==> src/rtl/regfile_wb_arbiter.sv <==
// Write-back arbiter: two producers (ALU result, load return) share the single
// register-file write port; loads win by default, a bounded wait protects the ALU.

package rv32_isa;
    localparam int RegWidth     = 32;
    localparam int RegAddrWidth = 5;
endpackage

module regfile_wb_arbiter
    import rv32_isa::*;
#(
    parameter int MaxWait  = 4,
    parameter int CntWidth = 16
) (
    input  logic                    iClk,
    input  logic                    nRst,
    input  logic                    iAlu_Valid,
    output logic                    oAlu_Ready,
    input  logic [RegAddrWidth-1:0] iAlu_Addr,
    input  logic [RegWidth-1:0]     iAlu_Data,
    input  logic                    iMem_Valid,
    output logic                    oMem_Ready,
    input  logic [RegAddrWidth-1:0] iMem_Addr,
    input  logic [RegWidth-1:0]     iMem_Data,
    output logic                    oWriteEn,
    output logic [RegAddrWidth-1:0] oAddr_Rd,
    output logic [RegWidth-1:0]     oRd,
    output logic [1:0]              oGrant,
    output logic [CntWidth-1:0]     oConflicts
);

    localparam int WaitWidth = $clog2(MaxWait + 1);

    logic [WaitWidth-1:0] wait_cnt;
    logic                 alu_forced;
    logic                 both_valid;

    assign alu_forced = (wait_cnt == WaitWidth'(MaxWait));
    assign both_valid = iAlu_Valid && iMem_Valid;

    // ALU only wins a conflict once it has lost MaxWait cycles in a row.
    always_comb begin
        oAlu_Ready = 1'b0;
        oMem_Ready = 1'b0;
        if (nRst) begin
            if (iAlu_Valid && (!iMem_Valid || alu_forced)) begin
                oAlu_Ready = 1'b1;
            end else if (iMem_Valid) begin
                oMem_Ready = 1'b1;
            end
        end
    end

    always_ff @(posedge iClk) begin
        if (!nRst) begin
            oWriteEn   <= 1'b0;
            oAddr_Rd   <= '0;
            oRd        <= '0;
            oGrant     <= 2'b00;
            oConflicts <= '0;
            wait_cnt   <= '0;
        end else begin
            oWriteEn <= 1'b0;
            oGrant   <= 2'b00;

            // x0 writes are accepted and reported in oGrant, but leave the port untouched.
            if (oAlu_Ready) begin
                oGrant <= 2'b01;
                if (iAlu_Addr != '0) begin
                    oWriteEn <= 1'b1;
                    oAddr_Rd <= iAlu_Addr;
                    oRd      <= iAlu_Data;
                end
            end else if (oMem_Ready) begin
                oGrant <= 2'b10;
                if (iMem_Addr != '0) begin
                    oWriteEn <= 1'b1;
                    oAddr_Rd <= iMem_Addr;
                    oRd      <= iMem_Data;
                end
            end

            if (!iAlu_Valid || oAlu_Ready) begin
                wait_cnt <= '0;
            end else if (!alu_forced) begin
                wait_cnt <= wait_cnt + WaitWidth'(1);
            end

            if (both_valid && (oConflicts != {CntWidth{1'b1}})) begin
                oConflicts <= oConflicts + CntWidth'(1);
            end
        end
    end

endmodule

==> config.mk <==
export PLATFORM = sky130hd
export DESIGN_NAME = regfile_wb_arbiter
export DESIGN_NICKNAME = d
export VERILOG_FILES = /design/src/rtl/regfile_wb_arbiter.sv
export SDC_FILE = /design/constraint.sdc
export NUM_CORES = 1
export LEC_CHECK = 0
export CORE_ASPECT_RATIO = 1.1
export CORE_MARGIN = 10
export CORE_UTILIZATION = 46
export DETAILED_ROUTE_END_ITERATION = 6
export PLACE_DENSITY_LB_ADDON = 0.25
export SYNTH_ARGS = -nofsm -noshare
export SYNTH_HDL_FRONTEND = slang
export SYNTH_SLANG_ARGS = --single-unit
==> constraint.sdc <==
create_clock -name iClk -period 3.9 [get_ports iClk]
set_input_delay 0.78 -clock iClk [delete_from_list [all_inputs] [get_ports iClk]]
set_output_delay 0.78 -clock iClk [all_outputs]
set_load 0.03 [all_outputs]
[Word-level counts from Yosys, hierarchy flattened]
Cells that the tools add are included.
Word-level totals
  memory bits (read-only): 0
  bits in latches: 0
  RAM bits: 0
  memories kept: 0
  register bits after elaboration: 59
Operators by class
  add/subtract/negate cells: 2
  multiply operators: 0
  shifts and indexed selects: 0
  equal/unequal tests: 3
  multiplexer cells: 19
  bitwise operators: 1
  div/mod/pow operators: 0
  $lt $le $gt $ge: 0
  reduce and logical (&&, ||, !) cells: 14
Operators by type and width (number)
  2-to-1 mux 32 bit: 4
  2-to-1 mux 5 bit: 4
  adder 16 x 1 -> 16 bit, second input constant: 1
  inequality test 16 bit, second input constant: 1
  2-to-1 mux 1 bit: 10
  nonzero test 5 bit: 2
  nonzero test 2 bit: 2
  OR reduction 2 bit: 2
  adder 3 x 1 -> 3 bit, second input constant: 1
  == test 3 bit, second input constant: 1
  logical AND 1 bit: 3
  AND reduction 3 bit: 1
  logical NOT 1 bit: 2
  logical OR 1 bit: 2
  2-to-1 mux 2 bit: 1
  inequality test 2 x 1 -> 1 bit, second input constant: 1
  inverter 1 bit: 1

[Depth between registers and ports, before layout]
  word-level depth: 7
  mapped depth: 8

[Worst setup path before layout]
OpenSTA, ideal clock, no wires.
  kind: input to output
  start: input nRst
  end: output oMem_Ready
  path buffers: 1
  path slack: 1.631 ns
  arrival: 1.489 ns
  cell stages on the path: 3
  path through: nand2_1 -> a31oi_2 -> clkbuf_1
On the way
  longest elaborated chain between the ends: 1
Ends and longest elaborated chain
  start: declaration: RTL line 16  | input logic nRst,
  2-to-1 mux 1 bit: RTL line 45  | if (nRst) begin
  end: declaration: RTL line 22  | output logic oMem_Ready,
Every way passes these cells.

[Final worst setup path]
  start: input iMem_Valid
  end: output oMem_Ready
On the way
  longest elaborated chain between the ends: 5
  elaborated cells between the ends (all ways): 6
Ends and longest elaborated chain
  start: declaration: RTL line 21  | input logic iMem_Valid,
  logical NOT 1 bit: RTL line 46  | if (iAlu_Valid && (!iMem_Valid || alu_forced)) begin
  logical OR 1 bit: RTL line 46
  logical AND 1 bit: RTL line 46
  2-to-1 mux 1 bit *: RTL line 46
  2-to-1 mux 1 bit *: RTL line 45
Every way passes the cells marked *; elsewhere a longest branch is shown, timed or not.

==> flow_summary.ini <==
[run]
max_cap_viol_count = 0

[power_and_ir_drop]
pwr-share-comb_pct = 22.3
vdd_ir_drop_max_uv = 239
power_frac_clock_pct = 39.5
total_switching_power_mw = 0.457
leakagePower_nw = 1.59
share_seq_of_total_power_pct = 38.2
swShare_pct = 26.5
power_density_nw_per_um2 = 370
cellInternalPower_mw = 1.27

[worst_setup_path]
startpoint = iMem_Valid
arrival_ns = 1.95
endpoint_kind = output port
critPathKind = in -> out
rr_startpoint = wait_cnt[0]
timing.critical_path.fanout_max = 6
ff2ff_path_depth = 8
critical_path.slowest_cell = sky130_fd_sc_hd__clkdlybuf4s50_1
required_time_at_the_worst_slack_endpoint_ns = 3.12
reg2reg_to = oRd[4]
worstSetupEndpoint = oMem_Ready
max_stage_delay_ns = 0.61
reg2reg_slack_ns = 1.71
timing.critical_path.from_type = input port
path_cells = clkdlybuf4s50_1, nand2_1, a31oi_4, buf_4

[cts]
cts-hold-fix-buffers = 0
post_cts_resize_count = 0
clock_tree.buffer_depth = 2
cts-buffers-inserted = 9
cts_post_setup_buffers_inserted = 0
clk_pin_slew_ns = 0.07
tritoncts = done
cts_root_buf = sky130_fd_sc_hd__clkbuf_8
worst_skew_pair.late_latency_ns = 0.33
htree_levels = 3
clock_sinks = 59

[global_route]
grt_max_degree = 76
grt_util_all_layers_pct = 18.8
grt_first_pass_wirelength_microns = 16300
first_global_vias = 3112
grt_antenna_before_repair = 0
global_route.overflow_total = 0

[placed_design]
post-place-cells = 501
placement.setup.worst_slack_ns = 0.988
io_buffer_count = 135
place.detailed.hpwl_microns = 7370
routabilityCongestion = 0.812
detailed_place.area_sq_um = 4430

[synth]
synth_area_leader_cell = sky130_fd_sc_hd__dfxtp_1
synthesis.yosys.warnings = 0
synth.lib_cells_used.distinct = 39
ys_seq_elements = 59
synth_top_cells_by_count = sky130_fd_sc_hd__dfxtp_1, sky130_fd_sc_hd__mux2i_1, sky130_fd_sc_hd__a221oi_1
ys_dominant_reg_cell = sky130_fd_sc_hd__dfxtp_1
synth_cells = 308
synth.top_cells.by_area = sky130_fd_sc_hd__dfxtp_1, sky130_fd_sc_hd__mux2i_1, sky130_fd_sc_hd__a221oi_1
syn_area_per_cell_sq_um = 10.0
proportion_of_register_bits_with_asynchronous_set_or_reset_after_synthesis_pct = 0
sequential_share_of_the_synthesized_area_pct = 38.3
synth_most_common_cell = sky130_fd_sc_hd__dfxtp_1
synth_edf_count = 0
syn_nets = 389
synthesis.area_sq_um = 3080
synth.top_cell.area_share_pct = 38.3

[floorplan]
starting_density_of_the_core_pct = 47.0
fp.dieArea_sq_um = 10400
core_region_area_sq_um = 6560
number_of_rows_in_the_core_area = 31
die_width_microns = 98.0
fp.dieH_microns = 106
boundaryPins = 136

[timing]
finalClockSkew_ns = 0.00701
setup_viol = 0
final.min_clock_period_ns = 2.73
slew_headroom_pct = 38.3
tightest_slew_ns = 0.924
totalNegativeSetupSlack_ns = 0
fmax_achieved_mhz = 366
final_min_period_over_clock_period_pct = 70.0
final-max-slew-violation-count = 0
hold_viol_final = 0
holdWs_ns = 0.451
rsz0062_at_grt = no
post-route-worst-setup-slack_ns = 1.17

[routing]
postRouteWirelength_microns = 10300
post_route_drc_violation_count = 0
antenna_left = 0
drt_iter0_drc = 167
routed_vias = 3143
first_pass_drt_iterations = 5
wl_per_cell_microns = 19.8
detailed_route_vias_per_instance = 6.08

[finish]
layout-area-overhead-vs-synth_pct = 51.7
design_area_sq_um = 4670
diodes = 0
nets = 511
fillers = 516
final_layout_size_suffix_gt1_share_pct = 9.89
final_cells = 517

[hold_path]
min-delay-path-class = reg -> reg

[status]
outcome = completed
power groups by stage:
stage | combinational [mW] | sequential, mW | clock [mW]
floorplan | 0.132 | 0.742 | 0
global placement | 0.378 | 0.671 | 0
detailed placement | 0.385 | 0.672 | 0
CTS | 0.386 | 0.660 | 0.690
global route | 0.408 | 0.663 | 0.718
finish | 0.385 | 0.661 | 0.683
cell type report:
| cell class | instances | area, sq um | share of cell area [%] |
|---|---|---|---|
| Clock inverter | 5 | 100 | 2.14 |
| Multi-Input combinational cell | 210 | 1700 | 36.5 |
| Sequential cell | 59 | 1180 | 25.3 |
| Inverter | 7 | 26.3 | 0.562 |
| Tap cell | 82 | 103 | 2.19 |
| Clock buffer | 11 | 141 | 3.02 |
| Timing Repair Buffer | 143 | 1420 | 30.4 |
kinds of logic after synthesis:
kind of cell    Yosys count  synth area share, %
flops                    59                 38.3
compound gates          105                 27.9
mux                      44                 14.3
fa+ha+maj                 3                 1.22
buf+inv                  39                 6.86
simple gates             58                 11.4
placed cells by master, fill, tap and decap left out, types with 3 or more instances in the layout:
cell type                         instances
sky130_fd_sc_hd__a211oi_1                28
sky130_fd_sc_hd__a211oi_2                10
sky130_fd_sc_hd__a21oi_1                 11
sky130_fd_sc_hd__a221oi_1                37
sky130_fd_sc_hd__and3_1                   3
sky130_fd_sc_hd__and4_1                   3
sky130_fd_sc_hd__buf_4                    9
sky130_fd_sc_hd__bufinv_16                3
sky130_fd_sc_hd__clkbuf_8                10
sky130_fd_sc_hd__clkdlybuf4s50_1        133
sky130_fd_sc_hd__dfxtp_1                 59
sky130_fd_sc_hd__ha_1                     3
sky130_fd_sc_hd__inv_1                    6
sky130_fd_sc_hd__mux2i_1                 44
sky130_fd_sc_hd__nand2_1                 16
sky130_fd_sc_hd__nand2b_1                 6
sky130_fd_sc_hd__nand3_1                  6
sky130_fd_sc_hd__nand4_1                  3
sky130_fd_sc_hd__nor2_1                   5
sky130_fd_sc_hd__nor3_1                   5
sky130_fd_sc_hd__o21ai_0                  4
sky130_fd_sc_hd__o311ai_0                 3
sky130_fd_sc_hd__o41ai_1                  3
sky130_fd_sc_hd__or3_1                    3
metal layers:
| metal | vias to the layer above | GRT usage, % | part of all wire, % |
|---|---|---|---|
| met5 | - | 0 | 0 |
| met4 | 0 | 8.63 | 2.4 |
| met3 | 23 | 5.29 | 7.1 |
| met2 | 141 | 30.7 | 49 |
| met1 | 1507 | 22.4 | 41 |
| li1 | 1472 | - | - |
state kept, by name, indices dropped and copies added, names as in the netlist:
name        cells
oRd            32
oConflicts     16
oAddr_Rd        5
wait_cnt        3
oGrant          2
oWriteEn        1
per-stage QoR:
| stage | power, mW | util, % |
|---|---|---|
| finish | 1.73 | 71.3 |
| global route | 1.79 | 71.3 |
| CTS | 1.74 | 71.3 |
| detailed placement | 1.06 | 67.6 |
| global placement | 1.05 | 67.6 |
| floorplan | 0.874 | - |
how the worst min path moves through the flow:
stage / start / to / slack, ns / cells after the start
after floorplan: wait_cnt[0] / wait_cnt[0] / 0.42 / 1
after global placement: wait_cnt[0] / wait_cnt[0] / 0.42 / 1
after detailed placement: wait_cnt[0] / wait_cnt[0] / 0.44 / 1
after CTS: wait_cnt[0] / wait_cnt[0] / 0.46 / 1
after global routing: wait_cnt[0] / wait_cnt[0] / 0.48 / 1
final: wait_cnt[0] / wait_cnt[0] / 0.45 / 1
worst max-delay path, delay by kind of cell:
family	cells	cell delay (ns)
AO/OA/AOI/OAI	1	0.19
buffers and inverters	2	0.81
AND/OR/NAND/NOR	1	0.16
(Power assumes the default switching activity.)
